<file path="config.mk">
export PLATFORM = sky130hd
export DESIGN_NAME = clk_divider_prog_flat
export DESIGN_NICKNAME = d
export VERILOG_FILES = /design/src/rtl/clk_divider_prog_if.sv /design/src/rtl/clk_divider_prog.sv /design/src/flat_wrapper.sv
export SDC_FILE = /design/constraint.sdc
export NUM_CORES = 1
export LEC_CHECK = 0
export BUFFER_PORTS_ARGS = -buffer_cell sky130_fd_sc_hd__buf_2
export CORE_MARGIN = 3
export CORE_UTILIZATION = 22
export CTS_CLUSTER_DIAMETER = 80
export CTS_CLUSTER_SIZE = 14
export DETAILED_ROUTE_END_ITERATION = 12
export PLACE_DENSITY = 0.78
export SETUP_SLACK_MARGIN = 0.02
export SKIP_LAST_GASP = 1
export SYNTH_ARGS = -nofsm -noshare
export SYNTH_HDL_FRONTEND = slang
export SYNTH_SLANG_ARGS = --single-unit
</file>
<file path="constraint.sdc">
create_clock -name clock_in -period 1.3 [get_ports clock_in]
set_input_delay 0.065 -clock clock_in [delete_from_list [all_inputs] [get_ports clock_in]]
set_output_delay 0.065 -clock clock_in [all_outputs]
set_load 0.01 [all_outputs]
</file>
<file path="src/rtl/clk_divider_prog_if.sv">
// -----------------------------------------------------------------------------
// clk_divider_prog_if
//
// Configuration bus for clk_divider_prog.
//
// Handshake: the master raises cfg_valid together with cfg_ch / cfg_div /
// cfg_high and holds them stable while cfg_valid is high. A request is
// accepted on a rising clock edge where cfg_valid and cfg_ready are both
// high. cfg_ready is combinational from cfg_ch: it is low only while the
// addressed (existing) channel still holds an unapplied configuration.
// An accepted request that names a non-existent channel or a zero divisor
// is dropped, and cfg_err pulses for one cycle after the accepting edge.
//
// Signals:
//   cfg_valid  master -> slave  request present
//   cfg_ready  slave  -> master request can be taken this cycle
//   cfg_ch     master -> slave  target channel
//   cfg_div    master -> slave  new divisor (period in clock cycles)
//   cfg_high   master -> slave  new high-phase length in clock cycles
//   cfg_err    slave  -> master one-cycle pulse: accepted request rejected
// -----------------------------------------------------------------------------
interface clk_divider_prog_if #(
  parameter int CH_W  = 2,
  parameter int CNT_W = 28
);
  logic             cfg_valid;
  logic             cfg_ready;
  logic [CH_W-1:0]  cfg_ch;
  logic [CNT_W-1:0] cfg_div;
  logic [CNT_W-1:0] cfg_high;
  logic             cfg_err;

  modport master (
    output cfg_valid,
    output cfg_ch,
    output cfg_div,
    output cfg_high,
    input  cfg_ready,
    input  cfg_err
  );

  modport slave (
    input  cfg_valid,
    input  cfg_ch,
    input  cfg_div,
    input  cfg_high,
    output cfg_ready,
    output cfg_err
  );
endinterface

</file>
<file path="src/rtl/clk_divider_prog.sv">
// -----------------------------------------------------------------------------
// clk_divider_prog
//
// Multi-channel programmable divided-clock / tick generator. Every channel
// counts clock_in cycles modulo its active divisor D and produces a
// registered divided clock (high for the first H cycles of each period)
// plus a one-cycle tick at the start of each period. New settings arrive
// over the configuration bus, are parked in a per-channel shadow, and are
// only copied into the active settings at a period boundary (or at once
// while the channel is stopped), so the outputs never glitch.
//
// Ports:
//   clock_in   system clock, all logic on its rising edge
//   reset_in   synchronous active-high reset
//   ch_en      per-channel run enable (level), ANDed with the internal mask
//   sync_in    one-cycle pulse: restart every running channel at count 0
//   cfg        configuration bus (slave side of clk_divider_prog_if)
//   clock_out  divided clocks, registered
//   tick_out   period-start pulses, registered
//   pend_out   channel holds a configuration not yet applied
// -----------------------------------------------------------------------------
module clk_divider_prog #(
  parameter int NUM_CH      = 4,
  parameter int CNT_W       = 28,
  parameter int DEFAULT_DIV = 4,
  parameter int DEFAULT_EN  = 0
) (
  input  logic              clock_in,
  input  logic              reset_in,
  input  logic [NUM_CH-1:0] ch_en,
  input  logic              sync_in,
  clk_divider_prog_if.slave cfg,
  output logic [NUM_CH-1:0] clock_out,
  output logic [NUM_CH-1:0] tick_out,
  output logic [NUM_CH-1:0] pend_out
);

  localparam int CH_W = (NUM_CH > 1) ? $clog2(NUM_CH) : 1;

  localparam logic [CNT_W-1:0] RST_DIV  = CNT_W'(DEFAULT_DIV);
  localparam logic [CNT_W-1:0] RST_HIGH = CNT_W'(DEFAULT_DIV / 2);
  // One extra bit so NUM_CH itself is representable when NUM_CH is a
  // power of two and cfg_ch cannot reach it.
  localparam logic [CH_W:0]    CH_LIMIT = (CH_W + 1)'(NUM_CH);
  localparam logic             RST_EN   = (DEFAULT_EN != 0);

  // ---------------------------------------------------------------------------
  // Configuration request decode (shared by all channels)
  // ---------------------------------------------------------------------------
  logic [NUM_CH-1:0] pend_w;
  logic              ready;
  logic              ch_in_range;
  logic              accept;
  logic              bad_req;
  logic              store;
  logic [CNT_W-1:0]  high_clamped;
  logic              err_q;
  logic              err_d;

  assign ch_in_range = ({1'b0, cfg.cfg_ch} < CH_LIMIT);

  // Only an existing channel with a config still in its shadow can stall
  // the bus; out-of-range requests are always taken so they can be
  // reported through cfg_err instead of hanging the master.
  always_comb begin
    ready = 1'b1;
    for (int i = 0; i < NUM_CH; i++) begin
      if (cfg.cfg_ch == CH_W'(i)) begin
        ready = ~pend_w[i];
      end
    end
  end

  assign accept  = cfg.cfg_valid & ready;
  assign bad_req = (cfg.cfg_div == '0) | ~ch_in_range;
  assign store   = accept & ~bad_req;

  // A high phase longer than the period just means "always high".
  assign high_clamped = (cfg.cfg_high > cfg.cfg_div) ? cfg.cfg_div : cfg.cfg_high;

  assign err_d = accept & bad_req;

  always_ff @(posedge clock_in) begin
    if (reset_in) begin
      err_q <= 1'b0;
    end else begin
      err_q <= err_d;
    end
  end

  assign cfg.cfg_ready = ready;
  assign cfg.cfg_err   = err_q;

  // ---------------------------------------------------------------------------
  // Per-channel divider
  // ---------------------------------------------------------------------------
  for (genvar g = 0; g < NUM_CH; g++) begin : g_ch
    logic [CNT_W-1:0] cnt_q,    cnt_d;
    logic [CNT_W-1:0] div_a_q,  div_a_d;
    logic [CNT_W-1:0] high_a_q, high_a_d;
    logic [CNT_W-1:0] div_p_q,  div_p_d;
    logic [CNT_W-1:0] high_p_q, high_p_d;
    logic             pend_q,   pend_d;
    logic             mask_q;
    logic             clk_q,    clk_d;
    logic             tick_q,   tick_d;
    logic             run;
    logic             boundary;
    logic             apply;
    logic             sel;

    assign run = ch_en[g] & mask_q;

    // ">=" rather than "==" so a count left beyond a freshly shortened
    // divisor still wraps instead of running through the whole counter.
    // div_a_q is never zero (reset value >= 1, zero divisors are rejected).
    assign boundary = sync_in | (cnt_q >= (div_a_q - CNT_W'(1)));

    // A stopped channel has no waveform to protect, so its shadow is
    // copied straight away.
    assign apply = pend_q & (~run | boundary);

    assign sel = store & (cfg.cfg_ch == CH_W'(g));

    always_comb begin
      cnt_d    = cnt_q;
      div_a_d  = div_a_q;
      high_a_d = high_a_q;
      div_p_d  = div_p_q;
      high_p_d = high_p_q;
      pend_d   = pend_q;

      // Outputs reflect the count present before this edge, giving the
      // one-cycle latency and putting the rising edge on the tick.
      clk_d  = run & (cnt_q < high_a_q);
      tick_d = run & (cnt_q == '0);

      if (run && !boundary) begin
        cnt_d = cnt_q + CNT_W'(1);
      end else begin
        cnt_d = '0;
      end

      if (apply) begin
        div_a_d  = div_p_q;
        high_a_d = high_p_q;
        pend_d   = 1'b0;
      end

      // sel requires pend_q == 0 (ready), so it never collides with apply.
      if (sel) begin
        div_p_d  = cfg.cfg_div;
        high_p_d = high_clamped;
        pend_d   = 1'b1;
      end
    end

    always_ff @(posedge clock_in) begin
      if (reset_in) begin
        cnt_q    <= '0;
        div_a_q  <= RST_DIV;
        high_a_q <= RST_HIGH;
        div_p_q  <= RST_DIV;
        high_p_q <= RST_HIGH;
        pend_q   <= 1'b0;
        mask_q   <= RST_EN;
        clk_q    <= 1'b0;
        tick_q   <= 1'b0;
      end else begin
        cnt_q    <= cnt_d;
        div_a_q  <= div_a_d;
        high_a_q <= high_a_d;
        div_p_q  <= div_p_d;
        high_p_q <= high_p_d;
        pend_q   <= pend_d;
        // The internal enable mask has no write path; it holds its reset value.
        mask_q   <= mask_q;
        clk_q    <= clk_d;
        tick_q   <= tick_d;
      end
    end

    assign pend_w[g]    = pend_q;
    assign clock_out[g] = clk_q;
    assign tick_out[g]  = tick_q;
    assign pend_out[g]  = pend_q;
  end

endmodule
</file>
<file path="src/flat_wrapper.sv">
// flat-port wrapper written by rule: the top's interface ports become plain ports
module clk_divider_prog_flat 
#(
  parameter int NUM_CH      = 4,
  parameter int CNT_W       = 28,
  parameter int DEFAULT_DIV = 4,
  parameter int DEFAULT_EN  = 0
)
  (clock_in, reset_in, ch_en, sync_in, clock_out, tick_out, pend_out, cfg_cfg_valid, cfg_cfg_ch, cfg_cfg_div, cfg_cfg_high, cfg_cfg_ready, cfg_cfg_err);
  clk_divider_prog_if #(.CNT_W(CNT_W)) cfg_i ();
  input  logic clock_in;
  input  logic reset_in;
  input  logic [NUM_CH-1:0] ch_en;
  input  logic sync_in;
  output logic [NUM_CH-1:0] clock_out;
  output logic [NUM_CH-1:0] tick_out;
  output logic [NUM_CH-1:0] pend_out;
  input wire logic [$bits(cfg_i.cfg_valid)-1:0] cfg_cfg_valid;
  input wire logic [$bits(cfg_i.cfg_ch)-1:0] cfg_cfg_ch;
  input wire logic [$bits(cfg_i.cfg_div)-1:0] cfg_cfg_div;
  input wire logic [$bits(cfg_i.cfg_high)-1:0] cfg_cfg_high;
  output wire logic [$bits(cfg_i.cfg_ready)-1:0] cfg_cfg_ready;
  output wire logic [$bits(cfg_i.cfg_err)-1:0] cfg_cfg_err;
  assign cfg_i.cfg_valid = cfg_cfg_valid;
  assign cfg_i.cfg_ch = cfg_cfg_ch;
  assign cfg_i.cfg_div = cfg_cfg_div;
  assign cfg_i.cfg_high = cfg_cfg_high;
  assign cfg_cfg_ready = cfg_i.cfg_ready;
  assign cfg_cfg_err = cfg_i.cfg_err;
  clk_divider_prog #(.NUM_CH(NUM_CH), .CNT_W(CNT_W), .DEFAULT_DIV(DEFAULT_DIV), .DEFAULT_EN(DEFAULT_EN)) u_core (.clock_in(clock_in), .reset_in(reset_in), .ch_en(ch_en), .sync_in(sync_in), .cfg(cfg_i), .clock_out(clock_out), .tick_out(tick_out), .pend_out(pend_out));
endmodule
</file>
**Yosys cells after proc, flatten, opt, wreduce, memory -nomap -nowiden**

Index checks and enable logic that the tools add are counted.

- Register bits: 5
- Bits of input ports: 66
- Output and inout bits: 14

- Eq/ne operators: 3
- Multiplexer cells: 12
- Bitwise operators: 12
- Reduce and logical (&&, ||, !) cells: 6

Operators with widths:

| operator | count |
|---|---|
| logical NOT 28 bit | 1 |
| 2-to-1 mux 1 bit | 12 |
| nonzero test 2 bit | 4 |
| bitwise AND 1 bit | 7 |
| inverter 1 bit | 5 |
| == test 2 bit, second input constant | 2 |
| == test 2 x 1 -> 1 bit, second input constant | 1 |
| logical NOT 2 bit | 1 |

**Longest topological paths before layout**

- Depth in word-level cells: 9
- Gate-level depth with buffers: 3
- Gate-level depth less buffers: 3

**Least setup slack after synthesis**

No wires, ideal clock.

- Path kind: register to register
- From: reg u_core.g_ch[3].pend_q
- To: reg u_core.err_q (netlist: u_core.cfg.cfg_err)
- Arrival: 990 ps
- Data required time: 1239 ps
- Path slack: 249 ps
- Stages on the path, launching flop included: 4
- Buffers on the path: 0
- Clock period less this slack: 1051 ps
- Cell sequence: dfxtp_1 > mux4_2 > inv_2 > and4_1

- Word-level cells in the longest chain between the ends: 4

Ends and longest elaborated chain:

| element | line | source |
|---|---|---|
| start: declaration | clk_divider_prog.sv:103 | `logic pend_q, pend_d;` |
| start signal: assignment | clk_divider_prog.sv:175 | `pend_q <= pend_d;` |
| inverter 1 bit | clk_divider_prog.sv:69 | `ready = ~pend_w[i];` |
| 2-to-1 mux 1 bit | clk_divider_prog.sv:68 | `if (cfg.cfg_ch == CH_W'(i)) begin` |
| via cfg_cfg_ready | flat_wrapper.sv:22 | `output wire logic [$bits(cfg_i.cfg_ready)-1:0] cfg_cfg_ready;` |
| bitwise AND 1 bit | clk_divider_prog.sv:74 | `assign accept = cfg.cfg_valid & ready;` |
| bitwise AND 1 bit | clk_divider_prog.sv:81 | `assign err_d = accept & bad_req;` |
| end signal: assignment | clk_divider_prog.sv:87 | `err_q <= err_d;` |
| end: declaration | clk_divider_prog.sv:57 | `logic err_q;` |

The timed path passes the listed nets, and every way through them passes these cells.
A chain may end at the register's enable or synchronous reset.

**Worst setup path after layout**

- From: reg u_core.g_ch[2].pend_q
- To: out cfg_cfg_ready

- Word-level cells in the longest chain between the ends: 3

Ends and longest elaborated chain:

| element | line |
|---|---|
| start: declaration | clk_divider_prog.sv:103 |
| start signal: assignment | clk_divider_prog.sv:175 |
| inverter 1 bit | clk_divider_prog.sv:69 |
| 2-to-1 mux 1 bit (2 in a row) | clk_divider_prog.sv:68 |
| end: declaration | flat_wrapper.sv:22 |

No other way between the ends.

==> reports/results.ini <==
[clock_tree]
cts_made_buffers = 3
holdBufCountCts = 0
clock_latency_ns = 0.24
cts_resized = 1
ctsRootBufferMaster = clkbuf_4
cts_tree = yes
clkSinkCount = 5
clockBufferDepth = 2
htree_num_levels = 1
clk_pin_slew_worst_paths_ns = 0.05
post_cts_buffers = 0

[cells_and_area]
syn2layout_area_growth_pct = 51.1
final_nets = 145
nFillCells = 155
diodes = 0
fin_area_sq_um = 537
fin_cells = 93
drive_gt1_share_pct = 59.0

[drt]
vias = 437
first_iter_violations = 3
routedWlPerCell_microns = 10.3
first_pass_iters = 4
drt_wl_total_microns = 960
antenna_left = 0
drt-vias-per-instance = 4.70
drc = 0

[pwr]
peakVddDrop_mv = 0.566
powerDensity_mw_per_mm2 = 790
power_leakage_nw = 0.288
finalPower_w = 0.000424

[setup_path]
worstPathCellList = mux4_2 > inv_2 > buf_6
cp_slowest_cell = mux4_2
worstSetupStartpointType = flop
reg2regPathDepth = 3
endpoint_kind = primary output
r2r_slack_ns = 0.22
max_stage_delay_ns = 0.47
crit_type = flop to primary output
path_depth = 3
crit_family = multiplexers
path_max_fanout = 3
critPathArrivalTime_ns = 1.19
cp.required_ns = 1.24
path_buf_inv = 2

[sta]
final_max_slew_viol_count = 0
fin_crit_sh_pct = 96.3
rsz0062_at_grt = true
hold_viol_final = 0
skew_ns = 0.00461
setup_tns_ns = 0
min_period_ns = 1.25
setup_viol_count_final = 0
fmax_ghz = 0.799

[synthesis]
synth_seq_area_share_pct = 28.2
yosys_warnings = 0
netlist_instances = 41
ys_seq_elements = 5
netlist_area_sq_um = 355
syn_avg_cell_area_sq_um = 8.67
synth_cell_types = 16

[global_route]
grt_use_met1_pct = 9.01
gr-total-overflow = 0
grt_usage_pct = 10.8
antenna_found_initial = 0
use_met2_pct = 20.1
grt_max_degree = 6
grtUsageMet3_pct = 8.59
top_usage_layer = met2
grt_pass1_wl_microns = 1570
grt_pass1_vias = 420

[placement]
placed_area_sq_um = 500
dp_cells = 89
port_buffers = 38
post-dp-hpwl_microns = 896
gp_congestion = 0.651

[job]
maxCapViolCount = 0

[floorplanning]
core_sq_mm = 0.00140
ios = 80
num_rows = 13
start_util_pct = 25.4
die_h_microns = 46.2
fp.dieW_microns = 46.2
dieArea_sq_mm = 0.00213

[outcome]
status = completed

[hold_path]
hold_class = input pin to flop
hold_depth = 3

power breakdown:
group          internal, W  total [W]  switching, W
Sequential        0.000158   0.000160    0.00000211
Clock             0.000116   0.000179     0.0000632
Combinational    0.0000474  0.0000848     0.0000374
cell usage in the layout (no fill, tap or decap):
cell | netlist | routed
nor2_1 | 1 | 1
buf_6 | 0 | 1
a21oi_1 | 4 | 4
buf_2 | 0 | 37
mux4_2 | 1 | 1
clkbuf_1 | 0 | 1
dfxtp_2 | 0 | 3
conb_1 | 1 | 8
nand3_1 | 1 | 1
clkbuf_4 | 0 | 3
nor2b_1 | 1 | 1
and3_1 | 1 | 1
nor4_1 | 7 | 7
or4_1 | 1 | 1
dfxtp_1 | 5 | 2
and4_1 | 2 | 2
nand4b_1 | 1 | 1
or4b_1 | 1 | 1
inv_2 | 1 | 1
nand2b_1 | 1 | 1
per-stage QoR:
stage          setup WS (ns)  utilization (%)  hold slack, ns
6_report              0.0481             38.4          0.0969
5_1_grt              0.00126             38.4           0.118
4_1_cts               0.0356             38.1          0.0977
3_5_place_dp           0.232             35.8           0.355
3_3_place_gp           0.261             35.8           0.346
2_1_floorplan          0.249                -           0.193
registers in the layout, summed over array words and instances, names as in the netlist:
| name | flops |
|---|---|
| u_core.g_ch.pend_q | 4 |
| u_core.cfg.cfg_err | 1 |
routing by layer:
metal / vias to the layer above / share of wire [%]
li1: 209 / -
met1: 186 / 26
met2: 40 / 51
met3: 2 / 21
met4: 0 / 0.73
met5: - / 0
area by class of cell:
cell class	count	area [sq um]	share of cell area (%)
clock buffers	4	26.3	4.90
inverters	1	3.75	0.699
multi-input cells	30	188	35.0
flip-flops and latches	5	104	19.3
well taps	15	18.8	3.50
repair buffers	38	196	36.6
path summary, 6_finish.rpt:
| path | startpoint | to |
|---|---|---|
| setup / recovery | u_core.g_ch[2].pend_q | cfg_cfg_ready |
| hold / removal | cfg_cfg_ch[0] | u_core.g_ch[1].pend_q |
| setup reg to reg | u_core.g_ch[2].pend_q | u_core.cfg.cfg_err |
| hold reg to reg | u_core.g_ch[3].pend_q | u_core.g_ch[3].pend_q |
synthesized netlist by cell type:
| library cell | n | area [sq um] |
|---|---|---|
| buf_4 | 12 | 90.1 |
| nor4_1 | 7 | 43.8 |
| dfxtp_1 | 5 | 100 |
| a21oi_1 | 4 | 20.0 |
| and4_1 | 2 | 17.5 |
| and3_1 | 1 | 6.26 |
| conb_1 | 1 | 3.75 |
| inv_2 | 1 | 3.75 |
| mux4_2 | 1 | 22.5 |
| nand2b_1 | 1 | 6.26 |
| nand3_1 | 1 | 5.00 |
| nand4b_1 | 1 | 8.76 |
| nor2_1 | 1 | 3.75 |
| nor2b_1 | 1 | 6.26 |
| or4_1 | 1 | 7.51 |
| or4b_1 | 1 | 10.0 |
worst register-to-register path, stage by stage (launching register included):
cell and delay, ns:
dfxtp_1 0.31, mux4_2 0.47, inv_2 0.08, and4_1 0.17
kinds of logic (layout without fill, tap and decap cells):
| kind of cell | count (synthesis) | in the layout | share of synthesized area (%) |
|---|---|---|---|
| mux | 1 | 1 | 6.34 |
| flops | 5 | 5 | 28.2 |
| compound gates | 4 | 4 | 5.63 |
| buf+inv | 13 | 43 | 26.4 |
| other cells | 1 | 8 | 1.06 |
| simple gates | 17 | 17 | 32.4 |
No activity file was read; power rests on OpenSTA's default activity.
